[config.mk]
export PLATFORM = sky130hd
export DESIGN_NAME = tlb_array
export DESIGN_NICKNAME = d
export VERILOG_FILES = /design/src/rtl/tlb_array.sv
export SDC_FILE = /design/constraint.sdc
export NUM_CORES = 2
export LEC_CHECK = 0
export ABC_CLOCK_PERIOD_IN_PS = 12000
export BUFFER_PORTS_ARGS = -buffer_cell sky130_fd_sc_hd__buf_4
export CORE_MARGIN = 2
export CORE_UTILIZATION = 68
export DETAILED_ROUTE_END_ITERATION = 10
export PLACE_DENSITY_LB_ADDON = 0.3
export SKIP_CTS_REPAIR_TIMING = 1
export SLEW_MARGIN = 5
export SYNTH_ARGS = -nofsm -noshare
export SYNTH_HDL_FRONTEND = slang
export SYNTH_SLANG_ARGS = --single-unit
[constraint.sdc]
create_clock -name clk -period 12 [get_ports clk]
set_clock_uncertainty 0.1 [all_clocks]
set_input_delay 1.2 -clock clk [delete_from_list [all_inputs] [get_ports clk]]
set_output_delay 1.2 -clock clk [all_outputs]
set_load 0.02 [all_outputs]
[src/rtl/tlb_array.sv]
// tlb_array: TLB entry storage for the writeback-stage TLB interface.
// Provides one write port, one combinational read port, two combinational
// search ports and a multi-cycle INVTLB walker.
// Optional feature macro: TLB_HITCNT_EN adds per-port hit/miss counters.
module tlb_array #(
  parameter int TLBNUM = 16,
  parameter int IDXW   = $clog2(TLBNUM)
) (
  input  logic            clk,
  input  logic            rst,
  // search port 0 (fetch)
  input  logic            s0_req,
  input  logic [18:0]     s0_vppn,
  input  logic            s0_va_bit12,
  input  logic [9:0]      s0_asid,
  output logic            s0_found,
  output logic [IDXW-1:0] s0_index,
  output logic [19:0]     s0_ppn,
  output logic [5:0]      s0_ps,
  output logic [1:0]      s0_plv,
  output logic [1:0]      s0_mat,
  output logic            s0_d,
  output logic            s0_v,
  // search port 1 (memory / TLBSRCH)
  input  logic            s1_req,
  input  logic [18:0]     s1_vppn,
  input  logic            s1_va_bit12,
  input  logic [9:0]      s1_asid,
  output logic            s1_found,
  output logic [IDXW-1:0] s1_index,
  output logic [19:0]     s1_ppn,
  output logic [5:0]      s1_ps,
  output logic [1:0]      s1_plv,
  output logic [1:0]      s1_mat,
  output logic            s1_d,
  output logic            s1_v,
  // write port
  input  logic            we,
  input  logic [IDXW-1:0] w_index,
  input  logic            w_e,
  input  logic [18:0]     w_vppn,
  input  logic [5:0]      w_ps,
  input  logic [9:0]      w_asid,
  input  logic            w_g,
  input  logic [19:0]     w_ppn0,
  input  logic [1:0]      w_plv0,
  input  logic [1:0]      w_mat0,
  input  logic            w_d0,
  input  logic            w_v0,
  input  logic [19:0]     w_ppn1,
  input  logic [1:0]      w_plv1,
  input  logic [1:0]      w_mat1,
  input  logic            w_d1,
  input  logic            w_v1,
  // read port
  input  logic [IDXW-1:0] r_index,
  output logic            r_e,
  output logic [18:0]     r_vppn,
  output logic [5:0]      r_ps,
  output logic [9:0]      r_asid,
  output logic            r_g,
  output logic [19:0]     r_ppn0,
  output logic [1:0]      r_plv0,
  output logic [1:0]      r_mat0,
  output logic            r_d0,
  output logic            r_v0,
  output logic [19:0]     r_ppn1,
  output logic [1:0]      r_plv1,
  output logic [1:0]      r_mat1,
  output logic            r_d1,
  output logic            r_v1,
  // INVTLB engine
  input  logic            inv_valid,
  output logic            inv_ready,
  input  logic [4:0]      inv_op,
  input  logic [9:0]      inv_asid,
  input  logic [18:0]     inv_vppn,
  output logic            inv_done,
  output logic            inv_err
`ifdef TLB_HITCNT_EN
  ,
  output logic [31:0]     s0_hit_cnt,
  output logic [31:0]     s0_miss_cnt,
  output logic [31:0]     s1_hit_cnt,
  output logic [31:0]     s1_miss_cnt
`endif
);

  typedef enum logic [1:0] {S_IDLE, S_WALK, S_DONE} inv_state_t;

  // entry storage; only E is reset
  logic [TLBNUM-1:0] r_ent_e;
  logic [18:0]       r_ent_vppn [TLBNUM];
  logic [5:0]        r_ent_ps   [TLBNUM];
  logic [9:0]        r_ent_asid [TLBNUM];
  logic              r_ent_g    [TLBNUM];
  logic [19:0]       r_ent_ppn0 [TLBNUM];
  logic [1:0]        r_ent_plv0 [TLBNUM];
  logic [1:0]        r_ent_mat0 [TLBNUM];
  logic              r_ent_d0   [TLBNUM];
  logic              r_ent_v0   [TLBNUM];
  logic [19:0]       r_ent_ppn1 [TLBNUM];
  logic [1:0]        r_ent_plv1 [TLBNUM];
  logic [1:0]        r_ent_mat1 [TLBNUM];
  logic              r_ent_d1   [TLBNUM];
  logic              r_ent_v1   [TLBNUM];

  logic [TLBNUM-1:0] w_s0_hit;
  logic [TLBNUM-1:0] w_s1_hit;
  logic [IDXW-1:0]   w_s0_sel;
  logic [IDXW-1:0]   w_s1_sel;
  logic              w_s0_pg;
  logic              w_s1_pg;

  inv_state_t        r_state;
  inv_state_t        w_next;
  logic [IDXW-1:0]   r_cnt;
  logic [4:0]        r_inv_op;
  logic [9:0]        r_inv_asid;
  logic [18:0]       r_inv_vppn;
  logic              r_err;
  logic              w_accept;
  logic              w_walk_g;
  logic              w_walk_asid_eq;
  logic              w_walk_vm;
  logic              w_walk_sel;
  logic              w_inv_clr;

  // 4KB pages compare the whole VPPN, 4MB pages only the upper 10 bits
  function automatic logic f_vppn_match(input logic [5:0] ps, input logic [18:0] ev,
                                        input logic [18:0] qv);
    if (ps == 6'd12) return ev == qv;
    return ev[18:9] == qv[18:9];
  endfunction

  // per-entry hit vectors for both search ports
  always_comb begin
    w_s0_hit = '0;
    w_s1_hit = '0;
    for (int unsigned i = 0; i < TLBNUM; i++) begin
      w_s0_hit[i] = r_ent_e[i] && (r_ent_g[i] || (r_ent_asid[i] == s0_asid)) &&
                    f_vppn_match(r_ent_ps[i], r_ent_vppn[i], s0_vppn);
      w_s1_hit[i] = r_ent_e[i] && (r_ent_g[i] || (r_ent_asid[i] == s1_asid)) &&
                    f_vppn_match(r_ent_ps[i], r_ent_vppn[i], s1_vppn);
    end
  end

  // priority pick: scanning from the top down lets the lowest hit index win
  always_comb begin
    w_s0_sel = '0;
    w_s1_sel = '0;
    for (int unsigned i = 0; i < TLBNUM; i++) begin
      if (w_s0_hit[TLBNUM-1-i]) w_s0_sel = IDXW'(TLBNUM-1-i);
      if (w_s1_hit[TLBNUM-1-i]) w_s1_sel = IDXW'(TLBNUM-1-i);
    end
  end

  // search port 0 result; everything zero on a miss
  always_comb begin
    s0_found = |w_s0_hit;
    w_s0_pg  = (r_ent_ps[w_s0_sel] == 6'd12) ? s0_va_bit12 : s0_vppn[8];
    s0_index = '0;
    s0_ppn   = '0;
    s0_ps    = '0;
    s0_plv   = '0;
    s0_mat   = '0;
    s0_d     = 1'b0;
    s0_v     = 1'b0;
    if (s0_found) begin
      s0_index = w_s0_sel;
      s0_ps    = r_ent_ps[w_s0_sel];
      s0_ppn   = w_s0_pg ? r_ent_ppn1[w_s0_sel] : r_ent_ppn0[w_s0_sel];
      s0_plv   = w_s0_pg ? r_ent_plv1[w_s0_sel] : r_ent_plv0[w_s0_sel];
      s0_mat   = w_s0_pg ? r_ent_mat1[w_s0_sel] : r_ent_mat0[w_s0_sel];
      s0_d     = w_s0_pg ? r_ent_d1[w_s0_sel]   : r_ent_d0[w_s0_sel];
      s0_v     = w_s0_pg ? r_ent_v1[w_s0_sel]   : r_ent_v0[w_s0_sel];
    end
  end

  // search port 1 result; everything zero on a miss
  always_comb begin
    s1_found = |w_s1_hit;
    w_s1_pg  = (r_ent_ps[w_s1_sel] == 6'd12) ? s1_va_bit12 : s1_vppn[8];
    s1_index = '0;
    s1_ppn   = '0;
    s1_ps    = '0;
    s1_plv   = '0;
    s1_mat   = '0;
    s1_d     = 1'b0;
    s1_v     = 1'b0;
    if (s1_found) begin
      s1_index = w_s1_sel;
      s1_ps    = r_ent_ps[w_s1_sel];
      s1_ppn   = w_s1_pg ? r_ent_ppn1[w_s1_sel] : r_ent_ppn0[w_s1_sel];
      s1_plv   = w_s1_pg ? r_ent_plv1[w_s1_sel] : r_ent_plv0[w_s1_sel];
      s1_mat   = w_s1_pg ? r_ent_mat1[w_s1_sel] : r_ent_mat0[w_s1_sel];
      s1_d     = w_s1_pg ? r_ent_d1[w_s1_sel]   : r_ent_d0[w_s1_sel];
      s1_v     = w_s1_pg ? r_ent_v1[w_s1_sel]   : r_ent_v0[w_s1_sel];
    end
  end

  // combinational read port
  always_comb begin
    r_e    = r_ent_e[r_index];
    r_vppn = r_ent_vppn[r_index];
    r_ps   = r_ent_ps[r_index];
    r_asid = r_ent_asid[r_index];
    r_g    = r_ent_g[r_index];
    r_ppn0 = r_ent_ppn0[r_index];
    r_plv0 = r_ent_plv0[r_index];
    r_mat0 = r_ent_mat0[r_index];
    r_d0   = r_ent_d0[r_index];
    r_v0   = r_ent_v0[r_index];
    r_ppn1 = r_ent_ppn1[r_index];
    r_plv1 = r_ent_plv1[r_index];
    r_mat1 = r_ent_mat1[r_index];
    r_d1   = r_ent_d1[r_index];
    r_v1   = r_ent_v1[r_index];
  end

  // non-E entry fields: plain write, no reset
  always_ff @(posedge clk) begin
    if (we) begin
      r_ent_vppn[w_index] <= w_vppn;
      r_ent_ps[w_index]   <= w_ps;
      r_ent_asid[w_index] <= w_asid;
      r_ent_g[w_index]    <= w_g;
      r_ent_ppn0[w_index] <= w_ppn0;
      r_ent_plv0[w_index] <= w_plv0;
      r_ent_mat0[w_index] <= w_mat0;
      r_ent_d0[w_index]   <= w_d0;
      r_ent_v0[w_index]   <= w_v0;
      r_ent_ppn1[w_index] <= w_ppn1;
      r_ent_plv1[w_index] <= w_plv1;
      r_ent_mat1[w_index] <= w_mat1;
      r_ent_d1[w_index]   <= w_d1;
      r_ent_v1[w_index]   <= w_v1;
    end
  end

  // E bits: reset clears, walker clears, a write to the same entry wins
  always_ff @(posedge clk) begin
    if (rst) begin
      r_ent_e <= '0;
    end else begin
      if (w_inv_clr) r_ent_e[r_cnt] <= 1'b0;
      if (we)        r_ent_e[w_index] <= w_e;
    end
  end

  // walker: does the entry under r_cnt satisfy the latched op's condition
  always_comb begin
    w_walk_g       = r_ent_g[r_cnt];
    w_walk_asid_eq = r_ent_asid[r_cnt] == r_inv_asid;
    w_walk_vm      = f_vppn_match(r_ent_ps[r_cnt], r_ent_vppn[r_cnt], r_inv_vppn);
    case (r_inv_op)
      5'd0, 5'd1: w_walk_sel = 1'b1;
      5'd2:       w_walk_sel = w_walk_g;
      5'd3:       w_walk_sel = !w_walk_g;
      5'd4:       w_walk_sel = !w_walk_g && w_walk_asid_eq;
      5'd5:       w_walk_sel = !w_walk_g && w_walk_asid_eq && w_walk_vm;
      5'd6:       w_walk_sel = (w_walk_g || w_walk_asid_eq) && w_walk_vm;
      default:    w_walk_sel = 1'b0;
    endcase
    w_inv_clr = (r_state == S_WALK) && w_walk_sel;
  end

  // INVTLB state register
  always_ff @(posedge clk) begin
    if (rst) r_state <= S_IDLE;
    else     r_state <= w_next;
  end

  // INVTLB next state; the DONE cycle is not busy, so it may accept too
  always_comb begin
    w_next = r_state;
    case (r_state)
      S_IDLE, S_DONE: begin
        if (w_accept) w_next = (inv_op > 5'd6) ? S_DONE : S_WALK;
        else          w_next = S_IDLE;
      end
      S_WALK: if (r_cnt == IDXW'(TLBNUM-1)) w_next = S_DONE;
      default: w_next = S_IDLE;
    endcase
  end

  // INVTLB outputs
  always_comb begin
    inv_ready = (r_state != S_WALK);
    inv_done  = (r_state == S_DONE);
    inv_err   = (r_state == S_DONE) && r_err;
    w_accept  = inv_valid && inv_ready;
  end

  // INVTLB operand latch and walk counter
  always_ff @(posedge clk) begin
    if (rst) begin
      r_cnt <= '0;
      r_err <= 1'b0;
    end else if (w_accept) begin
      r_inv_op   <= inv_op;
      r_inv_asid <= inv_asid;
      r_inv_vppn <= inv_vppn;
      r_cnt      <= '0;
      r_err      <= inv_op > 5'd6;
    end else if (r_state == S_WALK) begin
      r_cnt <= r_cnt + IDXW'(1);
    end
  end

`ifdef TLB_HITCNT_EN
  logic [31:0] r_s0_hit;
  logic [31:0] r_s0_miss;
  logic [31:0] r_s1_hit;
  logic [31:0] r_s1_miss;

  // hit/miss statistics on qualified search cycles, wrapping at 2^32
  always_ff @(posedge clk) begin
    if (rst) begin
      r_s0_hit  <= '0;
      r_s0_miss <= '0;
      r_s1_hit  <= '0;
      r_s1_miss <= '0;
    end else begin
      if (s0_req) begin
        if (s0_found) r_s0_hit  <= r_s0_hit + 32'd1;
        else          r_s0_miss <= r_s0_miss + 32'd1;
      end
      if (s1_req) begin
        if (s1_found) r_s1_hit  <= r_s1_hit + 32'd1;
        else          r_s1_miss <= r_s1_miss + 32'd1;
      end
    end
  end

  assign s0_hit_cnt  = r_s0_hit;
  assign s0_miss_cnt = r_s0_miss;
  assign s1_hit_cnt  = r_s1_hit;
  assign s1_miss_cnt = r_s1_miss;
`else
  logic w_unused;
  assign w_unused = s0_req ^ s1_req;
`endif

endmodule

==> run metrics <==
Die Wd=371 µm; Synth Area in Adders=0.000547; top post-synthesis cells by count=1442 x edfxtp_1, 735 x mux2i_1, 599 x mux4_2; Setup Viol. Count Final=0; Port Buffer Count=360; DP HPWL=202000 µm; routed len/inst=35.6 µm; slew margin rel.=0.122; Final Power=0.0119 W; Vias/cell=approximately 7.7; syn nets=about 7100; WS Path Type=in2out; Seq cells post-synth=1469; Synth top area share=0.473; NumNets Final=7133; gr busiest metal=met2; library cells used by synthesis=78; Gate power share=0.100; CP startpoint kind=input pin; layout cells sized above 1=0.234; part of the power in registers=0.492; YS warnings=0; pins over their slew limit=0; post-synthesis mux area share=0.269; synth-to-layout area growth=9.37%; final hold vios=0; CP arrival=~8.6 ns; Worst-Margin Slew=1.31 ns; global-route wire length before repair=449000 µm; I/O pins=between 300 and 400; largest family of logic cells by synthesized area=multiplexers; 1st-iter DRT viols=10800; leak pwr=32.2 nW; Place WS=2.52 ns; Tmin final=9.91 ns; Setup Total Neg Slack=0 ns; net switching power=~0.0029 W; drt total wl=314000 µm; antenna viol nets, final=0; post-route DRC violation count=0; period utilization=0.826; EDFF count, synth=1442; VDD IR max=0.176 mV; highest clock rate=0.101 GHz; Power Dens Cells=119 nW/µm²; sequential area share after synthesis=0.479; CTS Root Cell=clkbuf_16; row count=134; GRT Util Overall=0.453; routed vias=67800; Clock Sinks=between 1000 and 1500; GP Congestion=1.04; initial antenna violation count=33; core area=134000 µm²; Clock Latency Late Sink=~0.81 ns; RSZ-0062 raised after global routing=no; most common cell in the netlist=edfxtp_1; clock tree from TritonCTS=yes; Inst Count DP=between 8000 and 9000; Avg Inst Size Synth=13.3 µm²; asr flop ratio synth=0; Synth Area in Compound Gates=0.0582; maxcap violations=0; Cell Count, Final, Fillers Out=8845; internal power=0.00899 W; Clock power frac=0.408; Cells after Synth=6866; largest net degree at the start of global routing=about 180; switching fraction of total power=0.245; Clock Tree Buf Depth=3; outcome=complete, no violations; M3 GR Usage=0.113; Worst Slack Setup Final=2.09 ns; GRT overflow=0; vias in the first global route=65600; Num CTS Buffers=157; chip height=371 µm; Synth area leader=edfxtp_1; die area=138000 µm²; initial core utilization=0.685; simple-gate share of the synthesized area=0.0725; Synth area leaders=edfxtp_1 47%, mux4_2 15%, mux2i_1 8.0%; # H-tree levels=4; CP max FO=28; Netlist Area Pre-Place=91600 µm²; Hold Crit Class=reg2reg; Setup crit end kind=output port; most common flop cell mapped by yosys=edfxtp_1; xor and xnor fraction of the mapped netlist area=0.0916; drt first pass iters=9; Worst EP required=10.70 ns; met1 Use GR=0.583; CTS clock-pin slew for the worst setup and hold paths=0.06 ns; M2 GR Usage=0.687
stage by stage:
stage                     hold WS, ns  cell area (µm²)   util
final                           0.414           100000  0.749
after global routing            0.453           100000  0.749
after CTS                       0.413           100000  0.749
after detailed placement        0.408            95000  0.711
after global placement          0.403            95000  0.711
after floorplan                 0.388            91600      -
logic make-up after synthesis:
| kind of cell | Yosys count |
|---|---|
| multiplexers | 1666 |
| flip-flops | 1469 |
| AND/OR/NAND/NOR | 1318 |
| XOR/XNOR | 958 |
| AO/OA/AOI/OAI | 876 |
| buffers and inverters | 575 |
| adder cells (fa/ha/maj) | 4 |
per-layer routing:
layer | wire [µm] | vias to the layer above
li1 | - | 27000
met1 | 106000 | 33600
met2 | 142000 | 5800
met3 | 40300 | 1328
met4 | 25700 | 24
met5 | 151 | -
worst paths after layout:
check        slack (ns)  depth (start not counted)          end       start
min reg2reg        0.41                          2        r_err       r_err
max                2.09                         18   s1_ppn[16]  s1_asid[8]
min                0.41                          2        r_err       r_err
max reg2reg        6.00                         14  r_ent_e[15]   flip-flop
cell usage in the layout, fill, tap and decap left out, types with 37 or more instances in the layout:
| master | Yosys | routed |
|---|---|---|
| buf_4 | 48 | 431 |
| xnor2_1 | 407 | 407 |
| mux2_2 | 329 | 329 |
| nor3_1 | 83 | 79 |
| nand4_1 | 125 | 125 |
| mux4_2 | 599 | 599 |
| xor2_1 | 551 | 551 |
| a21oi_1 | 250 | 247 |
| clkbuf_1 | 240 | 37 |
| or3_1 | 87 | 87 |
| clkbuf_16 | 0 | 159 |
| a211oi_1 | 72 | 72 |
| edfxtp_1 | 1442 | 1442 |
| nand2_1 | 388 | 388 |
| a41oi_1 | 46 | 45 |
| nand3_1 | 111 | 111 |
| nor2_1 | 217 | 203 |
| o211ai_1 | 133 | 133 |
| mux2i_1 | 735 | 735 |
| o21ai_0 | 279 | 279 |
| nor4_1 | 127 | 127 |
layout make-up:
cell class	instances	area, µm²
antenna	19	47.5
sequential	1469	43900
clock inverter	89	912
timing repair buffer	451	3610
inverter	31	116
clock buffer	196	4120
fill	8154	33500
tap	1768	2210
multi-input combinational	4822	45300
critical path, stage by stage:
cell and delay, ns:
buf_4 0.31, xor2_1 0.14, nor4_1 0.49, a41oi_1 0.50, or2_1 0.42, o311ai_2 0.34, a311oi_2 0.21, o32ai_4 1.01
buf_4 0.50, mux2i_1 0.22, a21oi_1 0.11, a221o_1 0.48, nor2b_1 0.21, a31oi_4 1.01, buf_4 0.49, o21ai_1 0.09
a21oi_1 0.54, buf_4 0.26
registers in the layout, indices dropped and copies added, names as in the netlist, 5 cells and up, named ones only:
signal,count
r_ent_asid,160
r_ent_g,16
r_ent_ps,96
r_ent_mat1,32
r_ent_mat0,32
r_ent_v1,16
r_inv_vppn,19
r_ent_ppn0,320
r_ent_d1,16
r_ent_ppn1,320
r_ent_vppn,304
r_ent_plv0,32
r_ent_e,16
r_ent_plv1,32
r_inv_asid,10
r_ent_v0,16
r_ent_d0,16
r_inv_op,5
power groups by stage:
stage               Clock, W  Sequential, W  Combinational, W
floorplan                  0        0.00593          0.000726
detailed placement         0        0.00596           0.00115
global route         0.00504        0.00586           0.00123
global placement           0        0.00595           0.00113
CTS                  0.00486        0.00585           0.00116
finish               0.00485        0.00586           0.00118
Note: power is estimated with default switching activity, not from simulation.
